## config.mk

```make
export PLATFORM = sky130hd
export DESIGN_NAME = ce_rate_meter_flat
export DESIGN_NICKNAME = d
export VERILOG_FILES = /design/src/rtl/sim_clk_pkg.sv /design/src/rtl/ce_rate_meter_if.sv /design/src/rtl/sat_counter.sv /design/src/rtl/ce_rate_meter.sv /design/src/flat_wrapper.sv
export SDC_FILE = /design/constraint.sdc
export NUM_CORES = 1
export LEC_CHECK = 0
export BUFFER_PORTS_ARGS = -buffer_cell sky130_fd_sc_hd__buf_2
export CAP_MARGIN = 5
export CORE_MARGIN = 2
export CORE_UTILIZATION = 53
export DETAILED_ROUTE_END_ITERATION = 8
export GPL_TIMING_DRIVEN = 1
export PLACE_DENSITY = 0.77
export SKIP_CTS_REPAIR_TIMING = 1
export SLEW_MARGIN = 5
export SYNTH_ARGS = -nofsm -noshare
export SYNTH_HDL_FRONTEND = slang
export SYNTH_SLANG_ARGS = --single-unit
export TNS_END_PERCENT = 20
```

## constraint.sdc

```tcl
create_clock -name clk -period 4.4 [get_ports clk]
set_clock_uncertainty 0.15 [all_clocks]
set_input_delay 0.22 -clock clk [delete_from_list [all_inputs] [get_ports clk]]
set_output_delay 0.22 -clock clk [all_outputs]
set_load 0.01 [all_outputs]
```

## src/rtl/sim_clk_pkg.sv

```systemverilog
// Shared definitions for the simulation clock-enable blocks (divider and rate meter).
package sim_clk_pkg;
  localparam int unsigned INPUT_FREQ_DEFAULT = 25_000_000;
  localparam int unsigned CE_HZ_W            = 12;
  localparam int unsigned TOL_W              = 8;
  localparam int unsigned CNT_W              = CE_HZ_W + 1;
  localparam int unsigned CNT_LIMIT          = 1 << CE_HZ_W;

  typedef enum logic {
    IDLE    = 1'b0,
    MEASURE = 1'b1
  } meter_state_e;
endpackage

```

## src/rtl/ce_rate_meter_if.sv

```systemverilog
// Control and result signals of the clock-enable rate meter.
interface ce_rate_meter_if;
  import sim_clk_pkg::*;

  logic               ce_in;
  logic               enable;
  logic [CE_HZ_W-1:0] target_x_hz;
  logic [TOL_W-1:0]   tolerance;
  logic [CE_HZ_W-1:0] measured_hz;
  logic               saturated;
  logic               in_tol;
  logic               meas_valid;
  logic               busy;

  modport master (
    output ce_in, enable, target_x_hz, tolerance,
    input  measured_hz, saturated, in_tol, meas_valid, busy
  );

  modport slave (
    input  ce_in, enable, target_x_hz, tolerance,
    output measured_hz, saturated, in_tol, meas_valid, busy
  );
endinterface

```

## src/rtl/sat_counter.sv

```systemverilog
// Saturating up-counter with synchronous clear; exposes the count including this cycle's increment.
module sat_counter #(
  parameter int unsigned W     = 13,
  parameter int unsigned LIMIT = 4096
) (
  input  logic         clk,
  input  logic         rst_n,
  input  logic         i_clr,
  input  logic         i_inc,
  output logic [W-1:0] o_total_c
);
  logic [W-1:0] r_count;

  always_comb begin
    o_total_c = r_count;
    if (i_inc && (r_count < W'(LIMIT))) begin
      o_total_c = r_count + W'(1);
    end
  end

  always_ff @(posedge clk) begin
    if (!rst_n) begin
      r_count <= '0;
    end else if (i_clr) begin
      r_count <= '0;
    end else begin
      r_count <= o_total_c;
    end
  end
endmodule

```

## src/rtl/ce_rate_meter.sv

```systemverilog
// Counts ce_in pulses over back-to-back gate windows and reports rate, saturation and
// whether the rate lies within tolerance of the programmed target.
module ce_rate_meter
  import sim_clk_pkg::*;
#(
  parameter int unsigned INPUT_FREQ  = INPUT_FREQ_DEFAULT,
  parameter int unsigned GATE_CYCLES = INPUT_FREQ
) (
  input logic            clk,
  input logic            rst_n,
  ce_rate_meter_if.slave bus
);
  localparam int unsigned GATE_W = (GATE_CYCLES > 1) ? $clog2(GATE_CYCLES) : 1;
  localparam logic [GATE_W-1:0] GATE_LAST = GATE_W'(GATE_CYCLES - 1);

  meter_state_e              r_state;
  meter_state_e              w_state_nxt;
  logic [GATE_W-1:0]         r_gate;
  logic                      w_final;
  logic                      w_cnt_clr;
  logic [CNT_W-1:0]          w_total;
  logic                      w_sat;
  logic [CE_HZ_W-1:0]        w_meas_hz;
  logic signed [CNT_W-1:0]   w_diff;
  logic [CNT_W-1:0]          w_abs;
  logic                      w_in_tol;

  logic [CE_HZ_W-1:0]        r_measured_hz;
  logic                      r_saturated;
  logic                      r_in_tol;
  logic                      r_meas_valid;
  logic                      r_busy;

  always_ff @(posedge clk) begin
    if (!rst_n) begin
      r_state <= IDLE;
    end else begin
      r_state <= w_state_nxt;
    end
  end

  // The enabling cycle in IDLE is window cycle 0; clearing counters on the final cycle
  // makes the next cycle window cycle 0 with no dead cycle.
  always_comb begin
    w_state_nxt = r_state;
    w_final     = 1'b0;
    w_cnt_clr   = 1'b1;
    case (r_state)
      IDLE: begin
        if (bus.enable) begin
          w_state_nxt = MEASURE;
          w_cnt_clr   = 1'b0;
        end
      end
      MEASURE: begin
        if (!bus.enable) begin
          w_state_nxt = IDLE;
        end else begin
          w_final   = (r_gate == GATE_LAST);
          w_cnt_clr = w_final;
        end
      end
      default: w_state_nxt = IDLE;
    endcase
  end

  always_ff @(posedge clk) begin
    if (!rst_n) begin
      r_gate <= '0;
    end else if (w_cnt_clr) begin
      r_gate <= '0;
    end else begin
      r_gate <= r_gate + GATE_W'(1);
    end
  end

  sat_counter #(
    .W     (CNT_W),
    .LIMIT (CNT_LIMIT)
  ) u_pulse_cnt (
    .clk       (clk),
    .rst_n     (rst_n),
    .i_clr     (w_cnt_clr),
    .i_inc     (bus.ce_in),
    .o_total_c (w_total)
  );

  // Result of the window ending this cycle, including this cycle's pulse.
  always_comb begin
    w_sat     = (w_total >= CNT_W'(CNT_LIMIT));
    w_meas_hz = w_sat ? '1 : w_total[CE_HZ_W-1:0];
    w_diff    = $signed({1'b0, w_meas_hz}) - $signed({1'b0, bus.target_x_hz});
    w_abs     = w_diff[CNT_W-1] ? $unsigned(-w_diff) : $unsigned(w_diff);
    w_in_tol  = !w_sat && (w_abs <= CNT_W'(bus.tolerance));
  end

  always_ff @(posedge clk) begin
    if (!rst_n) begin
      r_measured_hz <= '0;
      r_saturated   <= 1'b0;
      r_in_tol      <= 1'b0;
      r_meas_valid  <= 1'b0;
      r_busy        <= 1'b0;
    end else begin
      r_meas_valid <= w_final;
      r_busy       <= (w_state_nxt == MEASURE);
      if (w_final) begin
        r_measured_hz <= w_meas_hz;
        r_saturated   <= w_sat;
        r_in_tol      <= w_in_tol;
      end
    end
  end

  assign bus.measured_hz = r_measured_hz;
  assign bus.saturated   = r_saturated;
  assign bus.in_tol      = r_in_tol;
  assign bus.meas_valid  = r_meas_valid;
  assign bus.busy        = r_busy;
endmodule
```

## src/flat_wrapper.sv

```systemverilog
// flat-port wrapper written by rule: the top's interface ports become plain ports
module ce_rate_meter_flat import sim_clk_pkg::*;
#(
  parameter int unsigned INPUT_FREQ  = INPUT_FREQ_DEFAULT,
  parameter int unsigned GATE_CYCLES = INPUT_FREQ
)
  (clk, rst_n, bus_ce_in, bus_enable, bus_target_x_hz, bus_tolerance, bus_measured_hz, bus_saturated, bus_in_tol, bus_meas_valid, bus_busy);
  ce_rate_meter_if bus_i ();
  input logic clk;
  input logic rst_n;
  input wire logic [$bits(bus_i.ce_in)-1:0] bus_ce_in;
  input wire logic [$bits(bus_i.enable)-1:0] bus_enable;
  input wire logic [$bits(bus_i.target_x_hz)-1:0] bus_target_x_hz;
  input wire logic [$bits(bus_i.tolerance)-1:0] bus_tolerance;
  output wire logic [$bits(bus_i.measured_hz)-1:0] bus_measured_hz;
  output wire logic [$bits(bus_i.saturated)-1:0] bus_saturated;
  output wire logic [$bits(bus_i.in_tol)-1:0] bus_in_tol;
  output wire logic [$bits(bus_i.meas_valid)-1:0] bus_meas_valid;
  output wire logic [$bits(bus_i.busy)-1:0] bus_busy;
  assign bus_i.ce_in = bus_ce_in;
  assign bus_i.enable = bus_enable;
  assign bus_i.target_x_hz = bus_target_x_hz;
  assign bus_i.tolerance = bus_tolerance;
  assign bus_measured_hz = bus_i.measured_hz;
  assign bus_saturated = bus_i.saturated;
  assign bus_in_tol = bus_i.in_tol;
  assign bus_meas_valid = bus_i.meas_valid;
  assign bus_busy = bus_i.busy;
  ce_rate_meter #(.INPUT_FREQ(INPUT_FREQ), .GATE_CYCLES(GATE_CYCLES)) u_core (.clk(clk), .rst_n(rst_n), .bus(bus_i));
endmodule
```

* Word-level counts from Yosys, hierarchy flattened
Cells that the tools add are included.
** Cells by class
- Add/sub/neg operators :: 4
- Magnitude comparators :: 3
- Equal/unequal tests :: 1
- Muxes and demuxes :: 9
- Bitwise logic cells :: 2
- Reductions and logical operators :: 4
** Operator list (count)
- $mux 13 :: 2
- $add 25x1->25 const B :: 1
- $eq 25x25->1 const B :: 1
- $add 13x1->13 const B :: 1
- $ge 13x13->1 const B :: 1
- $le 13x8->1 :: 1
- $lt 13x13->1 const B :: 1
- $neg 13->13 :: 1
- $sub 12x12->13 :: 1
- $mux 12 :: 1
- $mux 1 :: 5
- $logic_and 1x1->1 :: 2
- $not 1->1 :: 2
- $pmux 1 s2 :: 1
- $reduce_or 2->1 :: 1
- $logic_not 1->1 :: 1
** Word-level totals
- Bits in registers :: 54
- Input bits :: 24
- Output and inout port bits :: 16
- Logic and storage cells :: 30

* Depth between registers and ports, before layout
Gate-level depths: netlist of run 1.
- Depth after elaboration :: 10
- Mapped depth :: 22
- Gate-level depth less buffers :: 22

* Hierarchy
A second synthesis of run 1 with hierarchy kept.
** Second synthesis, totals
- Cell total of the unflattened synthesis :: 459
- Area total of the unflattened synthesis :: 3682.3 µm²
** By module, submodules not included
- ce_rate_meter :: instances 1, cells each 377, area each 2950.3 µm², seq. area each 820.8 µm²
- sat_counter :: instances 1, cells each 82, area each 732.0 µm², seq. area each 260.2 µm²

* Least setup slack after synthesis of run 1
Ideal clock, no wire load.
- Path kind :: reg2reg
- Start point :: reg u_core.u_pulse_cnt.r_count[12]
- End point :: reg u_core.r_in_tol, in the netlist u_core.bus.in_tol
- Library setup time :: 75 ps
- Data arrival time :: 4667 ps
- Data required time :: 4175 ps
- Path slack :: -492 ps
- Cell stages (with the launch flop) :: 23
- Path buffers :: 0
- Clock period less this slack :: 4892 ps
- Cells stage by stage :: dfxtp_1 -> and4b_1 -> and3_1 -> and3_1 -> a31oi_1 -> and2_1 -> ha_1 -> inv_1 -> fa_1 -> a211oi_1 -> nor2_1 -> o22ai_2 -> o21ai_1 -> a21oi_1 -> mux2_2 -> ha_1 -> nor2b_1 -> o21ai_0 -> a21oi_1 -> a2111oi_0 -> o21a_1 -> o211ai_1 -> a22oi_2
** Between the ends
- Cells in the longest elaborated chain, start to end :: 10
- Elaborated cells on any way between the ends :: 12
- Classes of those cells :: add/sub: 3; order compare: 3; mux: 3; reduce/logical: 3
** RTL lines
- from (decl) :: RTL line sat_counter.sv:12 : logic [W-1:0] r_count;
- from (signal assigned) :: RTL line sat_counter.sv:27 : r_count <= o_total_c;
- $lt 13x13->1 :: RTL line sat_counter.sv:16 : if (i_inc && (r_count < W'(LIMIT))) begin
- $logic_and 1x1->1 :: RTL line sat_counter.sv:16
- $mux 13 * :: RTL line sat_counter.sv:16
- $ge 13x13->1 :: RTL line ce_rate_meter.sv:90 : w_sat = (w_total >= CNT_W'(CNT_LIMIT));
- $mux 12 :: RTL line ce_rate_meter.sv:91 : w_meas_hz = w_sat ? '1 : w_total[CE_HZ_W-1:0];
- $sub 12x12->13 :: RTL line ce_rate_meter.sv:92 : w_diff = $signed({1'b0, w_meas_hz}) - $signed({1'b0, bus.target_x_hz});
- $neg 13->13 :: RTL line ce_rate_meter.sv:93 : w_abs = w_diff[CNT_W-1] ? $unsigned(-w_diff) : $unsigned(w_diff);
- $mux 13 :: RTL line ce_rate_meter.sv:93
- $le 13x8->1 :: RTL line ce_rate_meter.sv:94 : w_in_tol = !w_sat && (w_abs <= CNT_W'(bus.tolerance));
- $logic_and 1x1->1 * :: RTL line ce_rate_meter.sv:94
- to (signal assigned) :: RTL line ce_rate_meter.sv:110 : r_in_tol <= w_in_tol;
- to (decl) :: RTL line ce_rate_meter.sv:30 : logic r_in_tol;
Every way passes the cells marked *; elsewhere a longest branch is shown, timed or not.
A chain may end at the register's enable or synchronous reset.

* Worst setup path after layout of run 1
- Start point :: reg u_core.u_pulse_cnt.r_count[3]
- End point :: reg u_core.r_in_tol, in the netlist u_core.bus.in_tol
** Between the ends
- Cells in the longest elaborated chain, start to end :: 10
- Elaborated cells on any way between the ends :: 12
- Classes of those cells :: add/sub: 3; order compare: 3; mux: 3; reduce/logical: 3
** RTL lines
- $lt 13x13->1 :: RTL line sat_counter.sv:16
- $logic_and 1x1->1 :: RTL line sat_counter.sv:16
- $mux 13 * :: RTL line sat_counter.sv:16
- $ge 13x13->1 :: RTL line ce_rate_meter.sv:90
- $mux 12 * :: RTL line ce_rate_meter.sv:91
- net u_core.w_meas_hz[4] :: RTL line ce_rate_meter.sv:23 : logic [CE_HZ_W-1:0] w_meas_hz;
- $sub 12x12->13 * :: RTL line ce_rate_meter.sv:92
- $neg 13->13 :: RTL line ce_rate_meter.sv:93
- $mux 13 * :: RTL line ce_rate_meter.sv:93
- $le 13x8->1 * :: RTL line ce_rate_meter.sv:94
- $logic_and 1x1->1 * :: RTL line ce_rate_meter.sv:94
The timed path passes the listed nets; every way through them passes the cells marked *.

==> results of run 1 <==
==> cell families after synthesis <==
group | share of synthesized area
buffers and inverters | 0.0407
adder cells (fa/ha/maj) | 0.0944
flip-flops | 0.332
XOR/XNOR | 0.121
multiplexers | 0.00960
AND/OR/NAND/NOR | 0.254
AO/OA/AOI/OAI | 0.149
==> power groups by stage <==
stage	logic, mW	clock network [mW]	registers, mW
after floorplan	0.107	0	0.503
after global placement	0.147	0	0.503
after detailed placement	0.153	0	0.503
after CTS	0.154	0.293	0.492
after global routing	0.184	0.309	0.492
final	0.164	0.284	0.492
==> through the flow <==
stage                     cells  utilization  total power, mW  hold WS (ns)
after floorplan             394            -            0.610         0.208
after global placement      524        0.642            0.650         0.279
after detailed placement    524        0.642            0.656         0.291
after CTS                   532        0.658            0.939        0.0342
after global routing        533        0.670            0.985        0.0692
final                       533        0.670            0.939        0.0419
==> layout make-up <==
| cell class | count | area [um^2] |
|---|---|---|
| Sequential cell | 54 | 1080 |
| Fill cell | 493 | 1950 |
| Multi-Input combinational cell | 305 | 2200 |
| Tap cell | 75 | 93.8 |
| Timing Repair Buffer | 67 | 405 |
| Clock inverter | 2 | 12.5 |
| Inverter | 24 | 90.1 |
| Clock buffer | 6 | 82.6 |
==> synthesized netlist by cell type (11+ instances only) <==
library cell / instances
ha_1: 23
xor2_1: 22
inv_1: 24
xnor2_1: 23
dfxtp_1: 54
nor2_1: 57
nand3_1: 18
a21oi_1: 13
o21ai_0: 11
nand2_1: 36
==> critical path, stage by stage (launching register included) <==
cell and delay, ns:
dfxtp_1 0.33, and4b_1 0.21, and3_4 0.19, and3_4 0.19, a31oi_4 0.21, buf_4 0.16, nand2_2 0.08, ha_4 0.19
or3_4 0.39, or2_4 0.26, o22ai_4 0.14, o21ai_2 0.10, a21o_1 0.22, nor2_1 0.13, xor2_1 0.17, ha_1 0.26
a21o_1 0.16, a21o_1 0.18, a2111oi_4 0.31, o21a_1 0.15, o211ai_1 0.10, a22oi_2 0.15
==> how the worst min path moves through the flow <==
| stage | startpoint | end | slack, ns | cells after the start |
|---|---|---|---|---|
| after floorplan | rst_n | u_core.bus.measured_hz[11] | 0.21 | 2 |
| after global placement | u_core.r_gate[0] | u_core.r_gate[0] | 0.28 | 1 |
| after detailed placement | u_core.r_gate[0] | u_core.r_gate[0] | 0.29 | 1 |
| after CTS | bus_enable | u_core.bus.busy | 0.03 | 2 |
| after global routing | bus_enable | u_core.bus.busy | 0.07 | 2 |
| final | bus_enable | u_core.bus.busy | 0.04 | 2 |
==> flip-flops by register name, summed over array words and instances, names as in the netlist <==
| name | count |
|---|---|
| u_core.bus.in_tol | 1 |
| u_core.u_pulse_cnt.r_count | 13 |
| u_core.bus.meas_valid | 1 |
| u_core.r_gate | 25 |
| u_core.bus.saturated | 1 |
| u_core.bus.busy | 1 |
| u_core.bus.measured_hz | 12 |
==> layer usage <==
metal / GRT usage / routed length [um]
met1: 0.283 / 3370
met2: 0.381 / 3680
met3: 0.0250 / 310
met4: 0.120 / 264
met5: 0 / 0
==> placed cells by master (no fill, tap or decap), drive strengths merged, types with 13 or more instances in the layout <==
master  synthesis  routed
nor2           57      57
xor2           22      22
xnor2          23      23
dfxtp          54      54
nand2          36      36
nand3          18      18
o21ai          13      13
ha             23      23
a21oi          13      13
inv            24      24
buf             2      67
==> flow_metrics.py, run 1 <==
metrics = {
    "run_status": {
        "status": "finished with violations",
        "violations": "negative setup slack",
    },
    "yosys": {
        "postSynthRegisterBits": 54,
        "synth_cell_types": 57,
        "ys_seq_area_frac": 0.332,
        "synth_top_area_share": 0.332,
        "synth_top_cells_by_area": "dfxtp_1 (33%), ha_1 (8.8%), nor2_1 (6.6%), xnor2_1 (6.2%), xor2_1 (5.9%)",
        "syn_inst": 394,
        "ys_warn_count": 0,
        "syn-cell-area_um2": 3260,
        "yosysTopAreaCell": "dfxtp_1",
        "syn_nets": 442,
        "synth-edff-count": 0,
        "synth_area_per_cell_um2": 8.27,
        "synthFlopType": "dfxtp_1",
        "async_flop_share": 0,
    },
    "drt": {
        "drt_first_iter_violations": 112,
        "drc_errors": 0,
        "drt_wl_total_mm": 7.62,
        "drt_first_pass_iters": 4,
        "antenna_left": 0,
        "vias": 2970,
        "wl_per_cell_um": 14.3,
        "via_per_inst": 5.57,
    },
    "power": {
        "internal_power_mw": 0.695,
        "p_seq_frac": 0.524,
        "ir_drop_uv": 242,
        "leakage_nw": 1.83,
        "clkPwrFrac": 0.302,
        "power_density_nw_per_um2": 237,
        "swShare": 0.259,
        "comb_power_share": 0.174,
        "switchingPower_mw": 0.244,
    },
    "layout": {
        "final_nets": 505,
        "fin_area_um2": 3970,
        "drive_above_1_share": 0.234,
        "antennaDiodeCount": 0,
        "syn_to_final_growth_pct": 21.8,
    },
    "critical_path": {
        "r2r_start": "u_core.u_pulse_cnt.r_count[3]",
        "regToRegSetupSlack_ns": -0.09,
        "crit_start": "u_core.u_pulse_cnt.r_count[3]",
        "critPathRequiredTime_ns": 4.50,
        "crit_path_end": "u_core.bus.in_tol",
        "crit_fanout": 5,
        "r2r_cells": 21,
        "critPathLaunchType": "flop",
        "r2r_end": "u_core.bus.in_tol",
        "cp-end-kind": "flop",
        "crit_arrival_ns": 4.58,
        "path_class": "flop to flop",
    },
    "clock_network": {
        "clk_pin_slew_worst_paths_ns": 0.09,
        "clk_latency_ns": 0.31,
        "cts_tree": "yes",
        "tritoncts.num_buffers": 5,
        "h-tree-depth": 2,
        "clock_path_buffers": 2,
        "root_buffer": "clkbuf_8",
        "numClockSinks": 54,
    },
    "timing": {
        "relSlewSlack": 0.476,
        "fmaxAchievable_mhz": 223,
        "period_share": 1.02,
        "tightestPinTransition_ns": 0.785,
        "worst_slack_ns": -0.0872,
        "rsz0062_at_grt": "yes",
        "maxSlewViolCount": 0,
        "fin_tns_setup_ns": -0.0872,
        "min_period_ns": 4.49,
        "finalHoldViolations": 0,
        "setup_violations": 1,
    },
    "floorplan": {
        "coreArea_um2": 5920,
        "die_width_um": 82.4,
        "row_count": 28,
        "die_height_um": 82.4,
        "die_area_um2": 6790,
        "start_util": 0.551,
        "ios": 40,
    },
    "min_path": {
        "holdCritPathClass": "input port to flop",
    },
    "placed_design": {
        "hpwl_mm": 5.93,
        "placed_area_um2": 3800,
        "gp_congestion": 0.942,
        "dp_slack_ns": -0.117,
        "io_buffers": 39,
    },
    "global_route": {
        "antenna_found_initial": 0,
        "grt_overflow": 0,
        "grt_start_max_net_pins": 27,
        "first_global_vias": 2683,
        "grt_pass1_wl_mm": 11.9,
        "track_usage": 0.226,
    },
    "job": {
        "drv_cap": 0,
    },
}
No activity file was read; power rests on OpenSTA's default activity.
==> run 2, diff against run 1 <==
- GPL_TIMING_DRIVEN: 1 -> 0
- SKIP_CTS_REPAIR_TIMING: 1 -> default
==> run 2 against run 1 <==
  * The flow still finishes with violations (negative setup slack)
  * Register-to-register slack got worse by 0.12 ns
  * Hold slack improved by 0.041 ns
  * Total power increased by 3.7%
  * First-iteration DRC count decreased by 26%
  * Critical path type unchanged
  * Largest cell class unchanged
  * Highest routed layer unchanged
==> flow_metrics.py, run 2 (same netlist as run 1, synthesis figures left out) <==
metrics = {
    "floorplan": {
        "die_height_um": 82.4,
        "coreArea_um2": 5920,
        "row_count": 28,
        "die_width_um": 82.4,
        "ios": 40,
        "die_area_um2": 6790,
        "start_util": 0.551,
    },
    "timing": {
        "tightestPinTransition_ns": 0.651,
        "rsz0062_at_grt": "yes",
        "finalHoldViolations": 0,
        "min_period_ns": 4.60,
        "fmaxAchievable_mhz": 217,
        "relSlewSlack": 0.560,
        "setup_violations": 1,
        "period_share": 1.05,
        "maxSlewViolCount": 0,
        "fin_tns_setup_ns": -0.205,
        "worst_slack_ns": -0.205,
    },
    "critical_path": {
        "r2r_cells": 21,
        "critPathRequiredTime_ns": 4.48,
        "cp-end-kind": "flop",
        "path_class": "flop to flop",
        "crit_arrival_ns": 4.68,
        "crit_fanout": 8,
        "critPathLaunchType": "flop",
    },
    "global_route": {
        "antenna_found_initial": 0,
        "grt_overflow": 0,
        "grt_start_max_net_pins": 16,
        "grt_pass1_wl_mm": 11.7,
        "track_usage": 0.222,
        "first_global_vias": 2770,
    },
    "drt": {
        "drt_wl_total_mm": 7.06,
        "highest_layer": "met4",
        "vias": 2904,
        "antenna_left": 0,
        "wl_per_cell_um": 13.3,
        "via_per_inst": 5.46,
        "drc_errors": 0,
        "dr_wl_met2_mm": 3.48,
        "drt_first_iter_violations": 83,
        "wl_met1_mm": 3.23,
        "met3WireLength_um": 197,
        "drt_first_pass_iters": 4,
    },
    "min_path": {
        "hold_depth": 2,
        "holdCritPathClass": "input port to flop",
    },
    "layout": {
        "drive_above_1_share": 0.214,
        "final_nets": 505,
        "largest_reg_flops": 25,
        "antennaDiodeCount": 0,
        "top_register": "u_core.r_gate",
        "layout_commonest_cell": "nor2_1",
        "syn_to_final_growth_pct": 21.7,
        "final_cell_mix": "nor2_1 (56), dfxtp_1 (53), buf_2 (40)",
        "fillCellCount": 482,
        "fin_area_um2": 3970,
    },
    "job": {
        "drv_cap": 0,
    },
    "run_status": {
        "violations": "negative setup slack",
        "status": "finished with violations",
    },
    "clock_network": {
        "root_buffer": "clkbuf_8",
        "tritoncts.num_buffers": 5,
        "clk_pin_slew_worst_paths_ns": 0.08,
        "cts_tree": "yes",
        "clock_path_buffers": 2,
        "h-tree-depth": 2,
        "clk_latency_ns": 0.30,
        "numClockSinks": 54,
    },
    "power": {
        "comb_power_share": 0.157,
        "switchingPower_mw": 0.228,
        "clkPwrFrac": 0.338,
        "leakage_nw": 1.82,
        "ir_drop_uv": 231,
        "internal_power_mw": 0.746,
        "power_density_nw_per_um2": 245,
        "p_seq_frac": 0.505,
        "swShare": 0.234,
    },
    "placed_design": {
        "hpwl_mm": 5.35,
        "placed_area_um2": 3650,
        "io_buffers": 39,
        "gp_congestion": 0.830,
    },
}
-- run 2: cell count changes in the layout (fill, tap and decap cells not counted), sizes merged --
| cell | previous run | this run |
|---|---|---|
| buf | 67 | 58 |
| clkbuf | 6 | 15 |
| bufinv | 0 | 1 |
| clkinv | 1 | 0 |
| clkinvlp | 1 | 0 |
-- run 2: metrics by stage --
| stage | cells | setup WS, ns | power, mW | hold WS (ns) | util |
|---|---|---|---|---|---|
| floorplan | 394 | 0.0150 | 0.610 | 0.208 | - |
| CTS | 532 | -0.176 | 0.981 | 0.0671 | 0.664 |
| global placement | 508 | -0.438 | 0.640 | 0.279 | 0.617 |
| finish | 532 | -0.205 | 0.974 | 0.0832 | 0.670 |
| global route | 532 | -0.439 | 1.01 | 0.0889 | 0.670 |
| detailed placement | 508 | -0.460 | 0.645 | 0.306 | 0.617 |
-- run 2: cell type report --
cell class	instances	area [um^2]	area share
multi-input cells	305	2210	0.558
flip-flops and latches	54	1080	0.273
repair buffers	56	323	0.0814
well taps	75	93.8	0.0237
inverters	24	90.1	0.0227
clock buffers	6	82.6	0.0208
plain buffers	11	52.6	0.0132
clock inverters	1	30.0	0.00757
-- run 2: power groups by stage --
stage	logic, mW	registers, mW	clock network, mW
detailed placement	0.141	0.504	0
global placement	0.136	0.503	0
floorplan	0.107	0.503	0
CTS	0.150	0.492	0.339
finish	0.153	0.492	0.329
global route	0.172	0.492	0.350
-- run 2: routing by layer --
metal / up-vias / track usage
met1: 1340 / 0.257
met4: 0 / 0.0967
met2: 53 / 0.409
met5: - / 0
met3: 15 / 0.0228
li1: 1496 / -
-- run 2: path summary, 6_finish.rpt --
kind                            slack [ns]                            from                end
worst min-delay path                  0.08                      bus_enable    u_core.bus.busy
worst max register to register       -0.20  u_core.u_pulse_cnt.r_count[12]  u_core.bus.in_tol
worst min register to register        0.31                u_core.r_gate[0]   u_core.r_gate[0]
worst max-delay path                 -0.20  u_core.u_pulse_cnt.r_count[12]  u_core.bus.in_tol
-- run 2: what timing repair did --
item,in CTS,in global routing
hold buffers,0,0
gates resized for setup,8,5
gates cloned,0,0
setup buffers,17,0
setup endpoints to repair,1,1
pin swaps,19,1
-- run 2: critical path, cell delays in order (launching register included) --
cell,delay [ns]
dfxtp_2,0.35
and4b_1,0.21
and3_4,0.16
and3_4,0.18
a31oi_4,0.24
clkbuf_8,0.20
nand2_2,0.06
ha_2,0.21
or3_4,0.38
or2_4,0.26
o22ai_4,0.13
o21ai_2,0.09
a21o_1,0.22
nor2_1,0.13
xor2_1,0.16
ha_1,0.26
a21o_1,0.18
a21o_1,0.18
a2111oi_2,0.36
o21a_1,0.18
o211ai_1,0.10
a22oi_2,0.14
==> run 3, diff against run 2 <==
--- a/config.mk
+++ b/config.mk
@@ -10,4 +10,5 @@
 export CORE_MARGIN = 2
 export CORE_UTILIZATION = 53
+export CTS_CLUSTER_SIZE = 28
 export DETAILED_ROUTE_END_ITERATION = 8
 export GPL_TIMING_DRIVEN = 0
==> constraint.sdc (replaced) <==
create_clock -name clk -period 4.4 [get_ports clk]
set_clock_uncertainty 0.15 [all_clocks]
set_input_delay 0.88 -clock clk [delete_from_list [all_inputs] [get_ports clk]]
set_output_delay 0.88 -clock clk [all_outputs]
set_load 0.01 [all_outputs]
==> run 3 against run 2 <==
  * Via count decreased by 2.1%
  * Critical path type is now input port to flop
  * Highest routed layer unchanged
  * Worst setup slack got worse by 0.24 ns
  * The flow still finishes with violations (negative setup slack)
  * Largest power group unchanged
  * Combinational power grew 7%
  * Global-route usage decreased by 0.079 points
  * Count of clock-buffer cells in the layout is 2 higher
  * Clock power is 4% lower
  * Non-clock buffer count is 7 lower
==> flow_metrics.py, run 3 (same netlist as run 1, synthesis figures left out) <==
metrics = {
    "layout": {
        "antennaDiodeCount": 0,
        "layout_commonest_cell": "nor2_1",
        "final_nets": 498,
        "syn_to_final_growth_pct": 20.5,
        "largest_reg_flops": 25,
        "drive_above_1_share": 0.204,
        "final_cell_mix": "nor2_1 (55), dfxtp_1 (54), buf_2 (39)",
        "top_register": "u_core.r_gate",
        "fin_area_um2": 3930,
        "final_core_util": 0.663,
    },
    "critical_path": {
        "r2r_end": "u_core.bus.in_tol",
        "critPathLaunchType": "input port",
        "r2r_start": "u_core.u_pulse_cnt.r_count[12]",
        "max_stage_delay_ns": 0.44,
        "critPathRequiredTime_ns": 4.50,
        "regToRegSetupSlack_ns": -0.25,
        "crit_start": "bus_ce_in",
        "r2r_cells": 22,
        "path_cells": "buf_6 -> and4b_1 -> and3_4 -> and3_4 -> a31oi_4 -> and2_4 -> ha_4 -> inv_2 -> fa_2 -> inv_1 -> ha_1 -> nand3_1 -> mux2i_2 -> nor4bb_4 -> nor2_1 -> xnor2_1 -> ha_1 -> nand4_1 -> a21oi_2 -> a2111oi_4 -> o21a_1 -> o211ai_1 -> a22oi_2",
        "crit_arrival_ns": 4.95,
        "slowest_stage": "fa_2",
        "crit_fanout": 3,
        "path_class": "input port to flop",
        "crit_path_end": "u_core.bus.in_tol",
        "cp-end-kind": "flop",
    },
    "clock_network": {
        "h-tree-depth": 2,
        "tritoncts.num_buffers": 5,
        "numClockSinks": 54,
        "clk_pin_slew_worst_paths_ns": 0.10,
        "clock_path_buffers": 2,
        "clk_latency_ns": 0.31,
        "cts_tree": "yes",
        "holdBufCountCts": 0,
        "root_buffer": "clkbuf_8",
    },
    "power": {
        "power_density_nw_per_um2": 248,
        "power_mw": 0.972,
        "leakage_nw": 1.78,
        "ir_drop_uv": 223,
    },
    "global_route": {
        "track_usage": 0.221,
        "first_global_vias": 2771,
        "grt_start_max_net_pins": 16,
        "antenna_found_initial": 0,
        "grt_overflow": 0,
        "grt_pass1_wl_mm": 11.8,
    },
    "floorplan": {
        "die_area_um2": 6790,
        "coreArea_um2": 5920,
        "ios": 40,
        "die_height_um": 82.4,
        "die_width_um": 82.4,
        "row_count": 28,
        "start_util": 0.551,
    },
    "timing": {
        "setup_violations": 1,
        "rsz0062_at_grt": "yes",
        "period_share": 1.10,
        "relSlewSlack": 0.588,
        "maxSlewViolCount": 0,
        "finalHoldViolations": 0,
        "min_period_ns": 4.85,
        "whs_ns": 0.307,
        "fmaxAchievable_mhz": 206,
        "worst_slack_ns": -0.448,
        "tightestPinTransition_ns": 0.611,
    },
    "run_status": {
        "status": "finished with violations",
        "violations": "negative setup slack",
    },
    "placed_design": {
        "io_buffers": 39,
        "hpwl_mm": 5.32,
        "placed_area_um2": 3650,
        "gp_congestion": 0.856,
    },
    "drt": {
        "antenna_left": 0,
        "vias": 2842,
        "via_per_inst": 5.40,
        "drt_wl_total_mm": 7.01,
        "drt_first_iter_violations": 76,
        "drc_errors": 0,
        "wl_per_cell_um": 13.3,
        "drt_first_pass_iters": 4,
    },
    "job": {
        "drv_cap": 0,
    },
    "min_path": {
        "holdCritPathClass": "flop to flop",
    },
}
-- run 3: critical path, delay by kind of cell --
| kind | cells | cell delay (ns) |
|---|---|---|
| mux | 1 | 0.22 |
| compound gates | 6 | 0.81 |
| fa+ha+maj | 4 | 1.14 |
| xor+xnor | 1 | 0.15 |
| simple gates | 8 | 1.54 |
| buf+inv | 3 | 0.21 |
-- run 3: stage by stage --
step | worst slack, ns | TNS (ns) | std cells
finish | -0.448 | -0.448 | 526
global route | -0.625 | -0.625 | 526
CTS | -0.488 | -0.488 | 524
detailed placement | -1.03 | -1.03 | 508
global placement | -1.04 | -1.04 | 508
floorplan | -0.483 | -0.483 | 394
-- run 3: how the worst min path moves through the flow --
| stage | cells past startpoint | slack [ns] | endpoint | from |
|---|---|---|---|---|
| 4_1_cts | 1 | 0.31 | u_core.r_gate[0] | u_core.r_gate[0] |
| 2_1_floorplan | 1 | 0.27 | u_core.r_gate[0] | u_core.r_gate[0] |
| 3_3_place_gp | 1 | 0.28 | u_core.r_gate[0] | u_core.r_gate[0] |
| 6_report | 1 | 0.31 | u_core.r_gate[0] | u_core.r_gate[0] |
| 5_1_grt | 1 | 0.33 | u_core.r_gate[0] | u_core.r_gate[0] |
| 3_5_place_dp | 1 | 0.29 | u_core.r_gate[0] | u_core.r_gate[0] |
-- run 3: layer usage --
| metal | up-vias | GRT usage | wire (um) |
|---|---|---|---|
| met5 | - | 0 | 0 |
| met4 | 0 | 0.0617 | 102 |
| met3 | 8 | 0.0326 | 227 |
| met2 | 40 | 0.395 | 3370 |
| met1 | 1318 | 0.275 | 3300 |
| li1 | 1476 | - | - |
-- run 3: layout make-up --
type | instances | area (um^2)
clock buffers | 8 | 110
plain buffers | 11 | 52.6
inverters | 24 | 90.1
flip-flops and latches | 54 | 1080
repair buffers | 49 | 277
fillers | 504 | 1990
multi-input cells | 305 | 2220
well taps | 75 | 93.8
-- run 3: report_power, final --
group          leakage [nW]  switching, mW  internal, mW
Combinational          1.28         0.0849        0.0780
Clock                0.0575          0.158         0.159
Sequential            0.435        0.00180         0.490
-- run 3: what timing repair did --
item                       4_1_cts  5_1_grt
setup buffers                    8        2
pin swaps                       11       11
resized for setup                6        8
setup endpoints to repair        1        1
